**config.mk**
```make
export PLATFORM = sky130hd
export DESIGN_NAME = down_counter_timer
export DESIGN_NICKNAME = d
export VERILOG_FILES = /design/src/rtl/down_counter_timer_pkg.sv /design/src/rtl/down_counter_timer_tick_prescaler.sv /design/src/rtl/down_counter_timer.sv
export SDC_FILE = /design/constraint.sdc
export NUM_CORES = 1
export LEC_CHECK = 0
export CORE_MARGIN = 3
export CORE_UTILIZATION = 55
export DETAILED_ROUTE_END_ITERATION = 12
export PLACE_DENSITY = 0.83
export SYNTH_ARGS = -nofsm -noshare
export SYNTH_HDL_FRONTEND = slang
export SYNTH_SLANG_ARGS = --single-unit
```
**constraint.sdc**
```tcl
create_clock -name clk -period 5.7 [get_ports clk]
set_input_delay 1.71 -clock clk [delete_from_list [all_inputs] [get_ports clk]]
set_output_delay 1.71 -clock clk [all_outputs]
set_load 0.05 [all_outputs]
```
**src/rtl/down_counter_timer_pkg.sv**
```systemverilog
// down_counter_timer_pkg: shared state encoding and default sizing for the down-counter timer
package down_counter_timer_pkg;
  typedef enum logic [1:0] {
    ST_IDLE = 2'd0,
    ST_RUN  = 2'd1,
    ST_HOLD = 2'd2,
    ST_DONE = 2'd3
  } state_e;
  localparam int DEF_WIDTH    = 4;
  localparam int DEF_PRESCALE = 1;
endpackage

```
**src/rtl/down_counter_timer_tick_prescaler.sv**
```systemverilog
// tick_prescaler: emits one tick every PRESCALE enabled cycles; phase frozen while en is low
module tick_prescaler #(
  parameter int PRESCALE = 1
) (
  input  logic clk,
  input  logic rst,
  input  logic en,
  input  logic clr,
  output logic tick
);
  localparam int CW = PRESCALE > 1 ? $clog2(PRESCALE) : 1;
  logic [CW-1:0] cnt_q, cnt_d;
  assign tick = en && cnt_q == CW'(PRESCALE - 1);
  always_comb cnt_d = clr ? '0 : !en ? cnt_q : tick ? '0 : cnt_q + 1'b1;
  always_ff @(posedge clk)
    if (rst) cnt_q <= '0;
    else     cnt_q <= cnt_d;
endmodule

```
**src/rtl/down_counter_timer.sv**
```systemverilog
// down_counter_timer: loadable prescaled down-counter with terminal-count pulse and optional auto-reload
module down_counter_timer
  import down_counter_timer_pkg::*;
#(
  parameter int WIDTH    = DEF_WIDTH,
  parameter int PRESCALE = DEF_PRESCALE
) (
  input  logic             clk,
  input  logic             rst,
  input  logic             load,
  input  logic [WIDTH-1:0] d_in,
  input  logic             start,
  input  logic             stop,
  input  logic             auto_reload,
  output logic [WIDTH-1:0] c_out,
  output logic             busy,
  output logic             tc,
  output logic             done
);
  state_e state_q, state_d;
  logic [WIDTH-1:0] c_q, c_d, reload_q, reload_d;
  logic busy_q, busy_d, tc_q, tc_d, done_q, done_d;
  logic tick, start_ok, pre_en, pre_clr;
  assign start_ok = start && !stop;
  assign pre_en   = state_q == ST_RUN && !load && !stop;
  assign pre_clr  = load || (start_ok && (state_q == ST_IDLE || state_q == ST_DONE));
  tick_prescaler #(.PRESCALE(PRESCALE)) u_pre (
    .clk (clk),
    .rst (rst),
    .en  (pre_en),
    .clr (pre_clr),
    .tick(tick)
  );
  always_comb begin
    state_d  = state_q;
    c_d      = c_q;
    reload_d = reload_q;
    busy_d   = busy_q;
    tc_d     = 1'b0;
    done_d   = done_q;
    if (load) begin
      c_d      = d_in;
      reload_d = d_in;
      state_d  = ST_IDLE;
      busy_d   = 1'b0;
      done_d   = 1'b0;
    end else begin
      case (state_q)
        ST_RUN:
          if (stop) state_d = ST_HOLD;
          else if (tick && c_q > WIDTH'(1)) c_d = c_q - 1'b1;
          else if (tick && c_q == WIDTH'(1)) begin
            tc_d    = 1'b1;
            c_d     = auto_reload ? reload_q : '0;
            state_d = auto_reload ? ST_RUN : ST_DONE;
            busy_d  = auto_reload;
            done_d  = !auto_reload;
          end
        ST_HOLD: if (start_ok) state_d = ST_RUN;
        ST_IDLE:
          if (start_ok) begin
            state_d = c_q != '0 ? ST_RUN : ST_DONE;
            busy_d  = c_q != '0;
            done_d  = c_q == '0;
          end
        default:
          if (start_ok && reload_q != '0) begin
            c_d     = reload_q;
            state_d = ST_RUN;
            busy_d  = 1'b1;
            done_d  = 1'b0;
          end
      endcase
    end
  end
  always_ff @(posedge clk)
    if (rst) begin
      state_q  <= ST_IDLE;
      c_q      <= '0;
      reload_q <= '0;
      busy_q   <= 1'b0;
      tc_q     <= 1'b0;
      done_q   <= 1'b0;
    end else begin
      state_q  <= state_d;
      c_q      <= c_d;
      reload_q <= reload_d;
      busy_q   <= busy_d;
      tc_q     <= tc_d;
      done_q   <= done_d;
    end
  assign c_out = c_q;
  assign busy  = busy_q;
  assign tc    = tc_q;
  assign done  = done_q;
endmodule

```
==> results of run 1 <==
-- power groups by stage --
stage,Sequential [mW],Combinational (mW),Clock (mW)
after floorplan,0.124,0.0545,0
after global placement,0.113,0.0899,0
after detailed placement,0.114,0.0908,0
after CTS,0.111,0.0915,0.0745
after global routing,0.112,0.101,0.0783
final,0.111,0.0926,0.0719
-- registers in the layout (all words and copies together), names as in the netlist --
signal and count:
c_out 4, tc 1, u_pre.cnt_q 1, busy 1, state_q 2, done 1
reload_q 4
-- layer usage --
| layer | global-route usage | wire length (um) | vias to the layer above |
|---|---|---|---|
| li1 | - | - | 441 |
| met1 | 0.2986 | 990 | 397 |
| met2 | 0.3325 | 916 | 39 |
| met3 | 0.06767 | 148 | 7 |
| met4 | 0.07527 | 36 | 0 |
| met5 | 0 | 0 | - |
-- final cells by class --
cell class              instances  area, um2  share of cell area
inverters                       5      18.77             0.01618
clock buffers                   4      36.28             0.03128
well taps                      16      20.02             0.01726
repair buffers                 16      160.2              0.1381
flip-flops and latches         14      280.3              0.2416
multi-input cells              83      644.4              0.5556
-- per-stage QoR --
| step | cell area, um2 | total power [mW] |
|---|---|---|
| 4_1_cts | 1160 | 0.2775 |
| 3_5_place_dp | 1124 | 0.2045 |
| 2_1_floorplan | 955.9 | 0.1787 |
| 5_1_grt | 1160 | 0.2912 |
| 3_3_place_gp | 1124 | 0.2030 |
| 6_report | 1160 | 0.2758 |
-- path summary, 6_finish.rpt --
| check | slack, ns | cells after the start | startpoint | to |
|---|---|---|---|---|
| worst min-delay path | 0.51 | 1 | u_pre.cnt_q | u_pre.cnt_q |
| worst max-delay path | 2.07 | 5 | load | c_out[2] |
| worst max register to register | 3.58 | 5 | c_out[0] | c_out[2] |
| worst min register to register | 0.51 | 1 | u_pre.cnt_q | u_pre.cnt_q |
-- cell usage in the layout (no fill, tap or decap), types with 3 or more instances in the layout --
cell type	synthesis	layout
a311oi_2	4	4
ha_1	5	5
and3_1	4	4
clkbuf_4	0	3
nor2_1	11	11
nor4_1	5	5
a31oi_1	3	3
inv_1	5	5
nand2b_1	3	3
nor3_1	3	3
a22oi_1	4	4
o21ai_0	3	3
nor2b_1	3	3
mux2i_1	7	7
dfxtp_1	14	14
a211oi_1	4	4
clkdlybuf4s50_1	0	16
-- cell families (layout without fill, tap and decap cells) --
kind of cell               count (synthesis)  count (layout)  share of synthesized area
adders and majority gates                  5               5                    0.06545
buffers and inverters                      8              25                    0.03271
muxes                                      8               8                    0.08508
AOI/OAI and AO/OA                         27              27                     0.2304
DFF                                       14              14                     0.2932
and+or+nand+nor                           41              41                     0.2749
xor gates and xnor gates                   2               2                    0.01833
==> qor.txt, run 1 <==
Status: complete, no violations
Worst setup SP type: input port
Chip height: 47.69 um
Switch share: 0.3352
Clk buf depth: 2
Seq cells post-synth: 14
Share of layout cells above drive strength 1: 0.1311
Post-CTS Setup Repair Bufs: 0
Max Transition Viols Final: 0
H-Tree Depth: 1
Initial antenna violation count: 0
Slew @ Worst Pin: 0.7642 ns
DR iter-0 viols: 40
CP bufs+invs: 1
Smallest hold slack: 0.5125 ns
Ys flop type: dfxtp_1
DRT Pass-1 Iters: 4
Placed cells: 134
P_int: 0.1834 mW
Root Driver: clkbuf_4
Cell breakdown of the critical path: clkdlybuf4s50_1, nor4b_4, o31ai_1, mux2_2, a311oi_2
Crit end category: register
Core area: 1577 um2
Post-synthesis cell type count: 38
Vias in the first global route: 811
Sw Pwr: 0.09246 mW
Nets@finish: 138
Hold Path Class: register to register
GRT Overall Usage: 0.2209
Leakage: 0.4478 nW
Die width: 47.69 um
Die area: 2274 um2
Area Growth Syn to Fin: 21.33%
Synth area leaders: dfxtp_1 29%, mux2i_1 7.3%, ha_1 6.5%
Slowest stage cell, crit path: clkdlybuf4s50_1
Final hold vios: 0
Period utilisation layout: 0.6364
Syn Std Cell Area: 955.9 um2
Largest net degree at the start of global routing: 20
Post-synth EDFFs: 0
Worst-Skew Late Latency: 0.29 ns
Maximum net fanout on the critical path: 19
Hold buffers post-CTS: 0
GRT Residual Overflow: 0
Commonest cells in the netlist: 14 x dfxtp_1, 11 x nor2_1, 7 x mux2i_1
WP data arrival: 3.83 ns
Peak supply drop: 0.1516 mV
WP data required: 5.90 ns
Dpl hpwl: 1.541 mm
PortBufs: 16
Final TNS setup: 0 ns
Worst rel slew slack: 0.4862
Final setup vio count: 0
Crit path largest cell delay: 0.78 ns
Seq pwr share: 0.404
Crit Path Category: input port to register
WL final: 2.090 mm
Most numerous cell in the Yosys netlist: dfxtp_1
Post-Syn Nets: 120
Drt drc: 0
Initial Util: 0.6063
Post-route insts no fill: 138
PostCTS Resize Cnt: 0
Crit-path leading delay family: buffers and inverters
WL/cell: 15.14 um
Pwr per Cell Area: 237.8 nW/um2
Clock network fraction of design power: 0.261
Logic pwr share: 0.336
Antenna Cells: 0
Worst setup margin: 2.073 ns
Fill cells: 115
Via density: 6.406
RSZ-0062 raised after global routing: false
Via count: 884
Ys Warns: 0
Async set or reset register ratio after synthesis: 0
CTS tree: done
Seq/Total Area, Yosys: 0.2932
Post-layout util: 0.7357
CTS Buf Count: 3
Clk sinks: 14
Routed Antenna Nets: 0
# rows: 14
I/O Pins: 17
Clock-pin slew on the worst setup and hold paths: 0.08 ns
Max_cap viols: 0
Worst slack, placed: 1.799 ns
Post-Synthesis Cells: 105
Synth top area share: 0.2932
Syn Area/Cell: 9.104 um2
FMAX: 275.7 MHz
Final min period: 3.627 ns
Fin Clk Skew: 0.004194 ns
RePlAce Congestion: 0.8389
First-pass GRT wire length: 3.546 mm
Largest area contributor in the netlist: dfxtp_1
No activity file was read; power rests on OpenSTA's default activity.
==> inputs of run 2 (changes only) <==
Settings changed: CORE_UTILIZATION 55 to 51, PLACE_DENSITY 0.83 to 0.78.
Clock period 5.7 ns to 3.4 ns, I/O delays scaled along.
==> run 2 against run 1 <==
Final cell count grew 7.2%. First-iteration DRC count down 13%. Sequential cell count unchanged. Final area up 1.6%. Worst hold slack gained 0.021 ns. Utilization is 6.0 points lower. Setup slack got worse by 1.3 ns. Via count down 1.7%. Sequential share of layout area is 0.38 points lower. Sequential power up 68%. Wire length grew 4.8%. Count of clock-buffer cells in the layout stayed put.
==> qor.txt, run 2 (synthesized netlist as in run 1, its figures left out) <==
CP bufs+invs: 1
Via density: 5.872
Register cell area after layout: 280.3 um2
Final setup vio count: 0
Area Growth Syn to Fin: 23.30%
Crit end category: primary output
Period utilisation layout: 0.7868
Slew @ Worst Pin: 0.7016 ns
Worst setup margin: 0.7248 ns
I/O Pins: 17
Tot Pwr: 0.4671 mW
Clk buf depth: 2
FMAX: 373.8 MHz
Worst slack, placed: 0.6410 ns
Via count: 869
Pwr per Cell Area: 396.3 nW/um2
Crit-path leading delay family: buffers and inverters
RePlAce Congestion: 0.7880
Worst setup path startpoint: c_out[2]
Peak supply drop: 0.2801 mV
RSZ-0062 raised after global routing: false
Leakage: 0.4526 nW
Final TNS setup: 0 ns
Chip height: 49.30 um
Final min period: 2.675 ns
# rows: 15
DR iter-0 viols: 35
Fin Clk Skew: 0.007004 ns
Hold buffers post-CTS: 0
Hold_sp: state_q[1]
Vias in the first global route: 902
Worst setup SP type: register
Nets@finish: 139
Largest net degree at the start of global routing: 19
Worst rel slew slack: 0.5283
GRT Residual Overflow: 0
Root Driver: clkbuf_4
Die area: 2430 um2
Maximum net fanout on the critical path: 8
Final hold vios: 0
Drt drc: 0
Highest-count cells in the layout ignoring fill and taps: 16 x clkdlybuf4s50_1, 14 x dfxtp_1, 11 x nor2_1
Antenna Cells: 0
Fill cells: 153
Post-CTS Setup Repair Bufs: 0
Cell breakdown of the critical path: clkdlybuf4s50_1
Hold Path Class: register to register
Slowest stage cell, crit path: clkdlybuf4s50_1
Clock-pin slew on the worst setup and hold paths: 0.09 ns
CTS tree: done
DRT Pass-1 Iters: 4
Initial Util: 0.5477
PostCTS Resize Cnt: 0
Origin of the critical flop-to-flop path: c_out[1]
Crit path largest cell delay: 0.87 ns
H-Tree Depth: 1
Routed Antenna Nets: 0
Core area: 1745 um2
Share of layout cells above drive strength 1: 0.1382
Die width: 49.30 um
Clk sinks: 14
Max Transition Viols Final: 0
Initial antenna violation count: 0
Worst-Skew Late Latency: 0.29 ns
Most common cell after layout, fill and taps aside: clkdlybuf4s50_1
WL final: 2.191 mm
WL/cell: 14.80 um
Max_cap viols: 0
PortBufs: 16
Dpl hpwl: 1.658 mm
GRT Overall Usage: 0.2037
CTS Buf Count: 3
Area taken by multi-input logic gates: 644.4 um2
Post-layout util: 0.6753
Crit Path Category: register to primary output
Status: complete, no violations
Smallest hold slack: 0.5331 ns
WP data required: 2.38 ns
First-pass GRT wire length: 3.919 mm
WP data arrival: 1.66 ns
==> run 2: changes by cell type in the layout (fill, tap and decap cells not counted) <==
cell,delta
buf_4,+1
==> run 2: worst paths after layout <==
| check | end | slack, ns | cells past startpoint |
|---|---|---|---|
| min | state_q[1] | 0.53 | 2 |
| max reg2reg | c_out[3] | 1.29 | 6 |
| max | c_out[2] | 0.72 | 1 |
| min reg2reg | state_q[1] | 0.53 | 2 |
==> run 2: worst reg2reg max path, stage by stage (launching register included) <==
cell      delay (ns)
dfxtp_1         0.38
inv_1           0.08
ha_1            0.24
or4b_1          0.50
and3_4          0.22
or3_4           0.41
a311oi_2        0.20
==> run 2: power breakdown <==
part	internal, mW	switching [mW]
clock network	0.0652	0.0576
registers	0.175	0.0117
logic	0.0684	0.0892
==> run 2: layer usage <==
layer	routed length, um	track usage	part of all wire
met5	0	0	0
met3	80	0.03364	0.037
met1	1100	0.2565	0.50
met2	971	0.3304	0.44
met4	39	0.1043	0.018
==> run 2: stage by stage <==
step           std cells  area [um2]
2_1_floorplan        105       955.9
3_3_place_gp         144        1142
3_5_place_dp         144        1142
4_1_cts              148        1179
5_1_grt              148        1179
6_report             148        1179
==> run 2: final cells by class <==
cell class,count,share of cell area
flip-flops and latches,14,0.2378
repair buffers,17,0.1423
inverters,5,0.01592
multi-input cells,83,0.5467
clock buffers,4,0.03079
well taps,25,0.02654
==> inputs of run 3 (changes only) <==
Settings changed: CORE_UTILIZATION 51 to 46, PLACE_DENSITY 0.78 to 0.74.
Clock period 3.4 ns to 2.45 ns, I/O delays scaled along.
==> run 3 against run 2 <==
First-iteration DRC count down 29%. Sequential power up 39%. Highest routed layer unchanged. Die area up 9.5%. Largest cell class unchanged. Utilization down 1.7 points. Largest power group unchanged.
==> qor.txt, run 3 (synthesized netlist as in run 1, its figures left out) <==
Tot Pwr: 0.6541 mW
Post-route insts no fill: 152
Fin Clk Skew: 0.003216 ns
Peak supply drop: 0.3398 mV
Smallest hold slack: 0.5151 ns
Clk buf depth: 2
Design Area, Final: 1211 um2
Reg2reg path depth: 6
Nets@finish: 143
Die width: 51.59 um
Leakage: 0.4868 nW
Crit Path Category: register to primary output
First-pass GRT wire length: 4.098 mm
Crit path depth: 1
Maximum net fanout on the critical path: 7
Cell breakdown of the critical path: clkdlybuf4s50_1
Antenna Cells: 0
Worst setup SP type: register
Status: complete, no violations
Core area: 1839 um2
Largest net degree at the start of global routing: 19
GR Util met1: 0.2662
CTS Buf Count: 3
Grt met2 use: 0.3093
Hold Path Class: register to register
Final TNS setup: 0 ns
Root Driver: clkbuf_4
Post-CTS Setup Repair Bufs: 0
Crit-path leading delay family: buffers and inverters
DRT Pass-1 Iters: 4
WP data arrival: 1.64 ns
Crit end category: primary output
Post-layout util: 0.6585
Final hold vios: 0
Worst setup margin: 0.07420 ns
GRT Residual Overflow: 0
Origin of the critical flop-to-flop path: c_out[1]
Period utilisation layout: 0.9697
Initial antenna violation count: 0
Crit path largest cell delay: 0.87 ns
Hold Path Cell Cnt: 1
Slew @ Worst Pin: 0.5848 ns
Max Transition Viols Final: 0
Worst rel slew slack: 0.6066
Dpl hpwl: 1.797 mm
Placed cells: 148
I/O Pins: 17
# rows: 15
Die area: 2661 um2
Routed Antenna Nets: 0
RSZ-0062 raised after global routing: false
GRT met3 Usage: 0.04011
Via density: 6.237
Most used routing layer: met2
Drt drc: 0
Hold_sp: u_pre.cnt_q
Most common cell after layout, fill and taps aside: clkdlybuf4s50_1
Initial Util: 0.5197
Max_cap viols: 0
DR iter-0 viols: 25
Clk sinks: 14
Final min period: 2.376 ns
WL/cell: 15.28 um
Area Growth Syn to Fin: 26.70%
PortBufs: 16
Highest-count cells in the layout ignoring fill and taps: 15 x clkdlybuf4s50_1, 14 x dfxtp_1, 11 x nor2_1
Worst slack, placed: 0.003299 ns
CTS tree: done
Final setup vio count: 0
Chip height: 51.59 um
Worst-Skew Late Latency: 0.29 ns
Share of layout cells above drive strength 1: 0.1654
Slowest stage cell, crit path: clkdlybuf4s50_1
WL final: 2.322 mm
FMAX: 420.9 MHz
WP data required: 1.71 ns
Vias in the first global route: 928
Pwr per Cell Area: 540.1 nW/um2
Clock-pin slew on the worst setup and hold paths: 0.09 ns
CP bufs+invs: 1
RePlAce Congestion: 0.9105
Via count: 948
Placed Area: 1172 um2
Worst setup path startpoint: c_out[3]
H-Tree Depth: 1
GRT Overall Usage: 0.2020
-- run 3: cell types whose count changed in the layout (fill, tap and decap cells not counted) --
cell             change
buf_4                +4
clkdlybuf4s50_1      -1
dlymetal6s2s_1       +1
-- run 3: where the power goes --
group | leakage [nW] | total, mW | internal, mW | switching, mW
Sequential | 0.115 | 0.260 | 0.243 | 0.0168
Clock | 0.0210 | 0.172 | 0.0905 | 0.0814
Combinational | 0.351 | 0.223 | 0.0974 | 0.125
-- run 3: final cells by class --
class	count	area, um2
repair buffers	21	200.2
fillers	169	628.1
multi-input cells	83	644.4
flip-flops and latches	14	280.3
clock buffers	4	36.28
inverters	5	18.77
well taps	25	31.28
-- run 3: path summary, 6_finish.rpt --
| kind | end | slack, ns |
|---|---|---|
| worst max-delay path | c_out[3] | 0.07 |
| worst min-delay path | u_pre.cnt_q | 0.52 |
| worst max register to register | c_out[2] | 0.30 |
| worst min register to register | u_pre.cnt_q | 0.52 |
-- run 3: timing repair --
| item | 4_1_cts | 5_1_grt |
|---|---|---|
| gates resized for setup | 0 | 1 |
| hold buffers | 0 | 0 |
| setup endpoints to repair | 0 | 1 |
-- run 3: routing by layer --
| layer | routed length, um | up-vias |
|---|---|---|
| met1 | 1002 | 442 |
| met3 | 187 | 4 |
| met4 | 33 | 0 |
| li1 | - | 446 |
| met5 | 0 | - |
| met2 | 1100 | 56 |
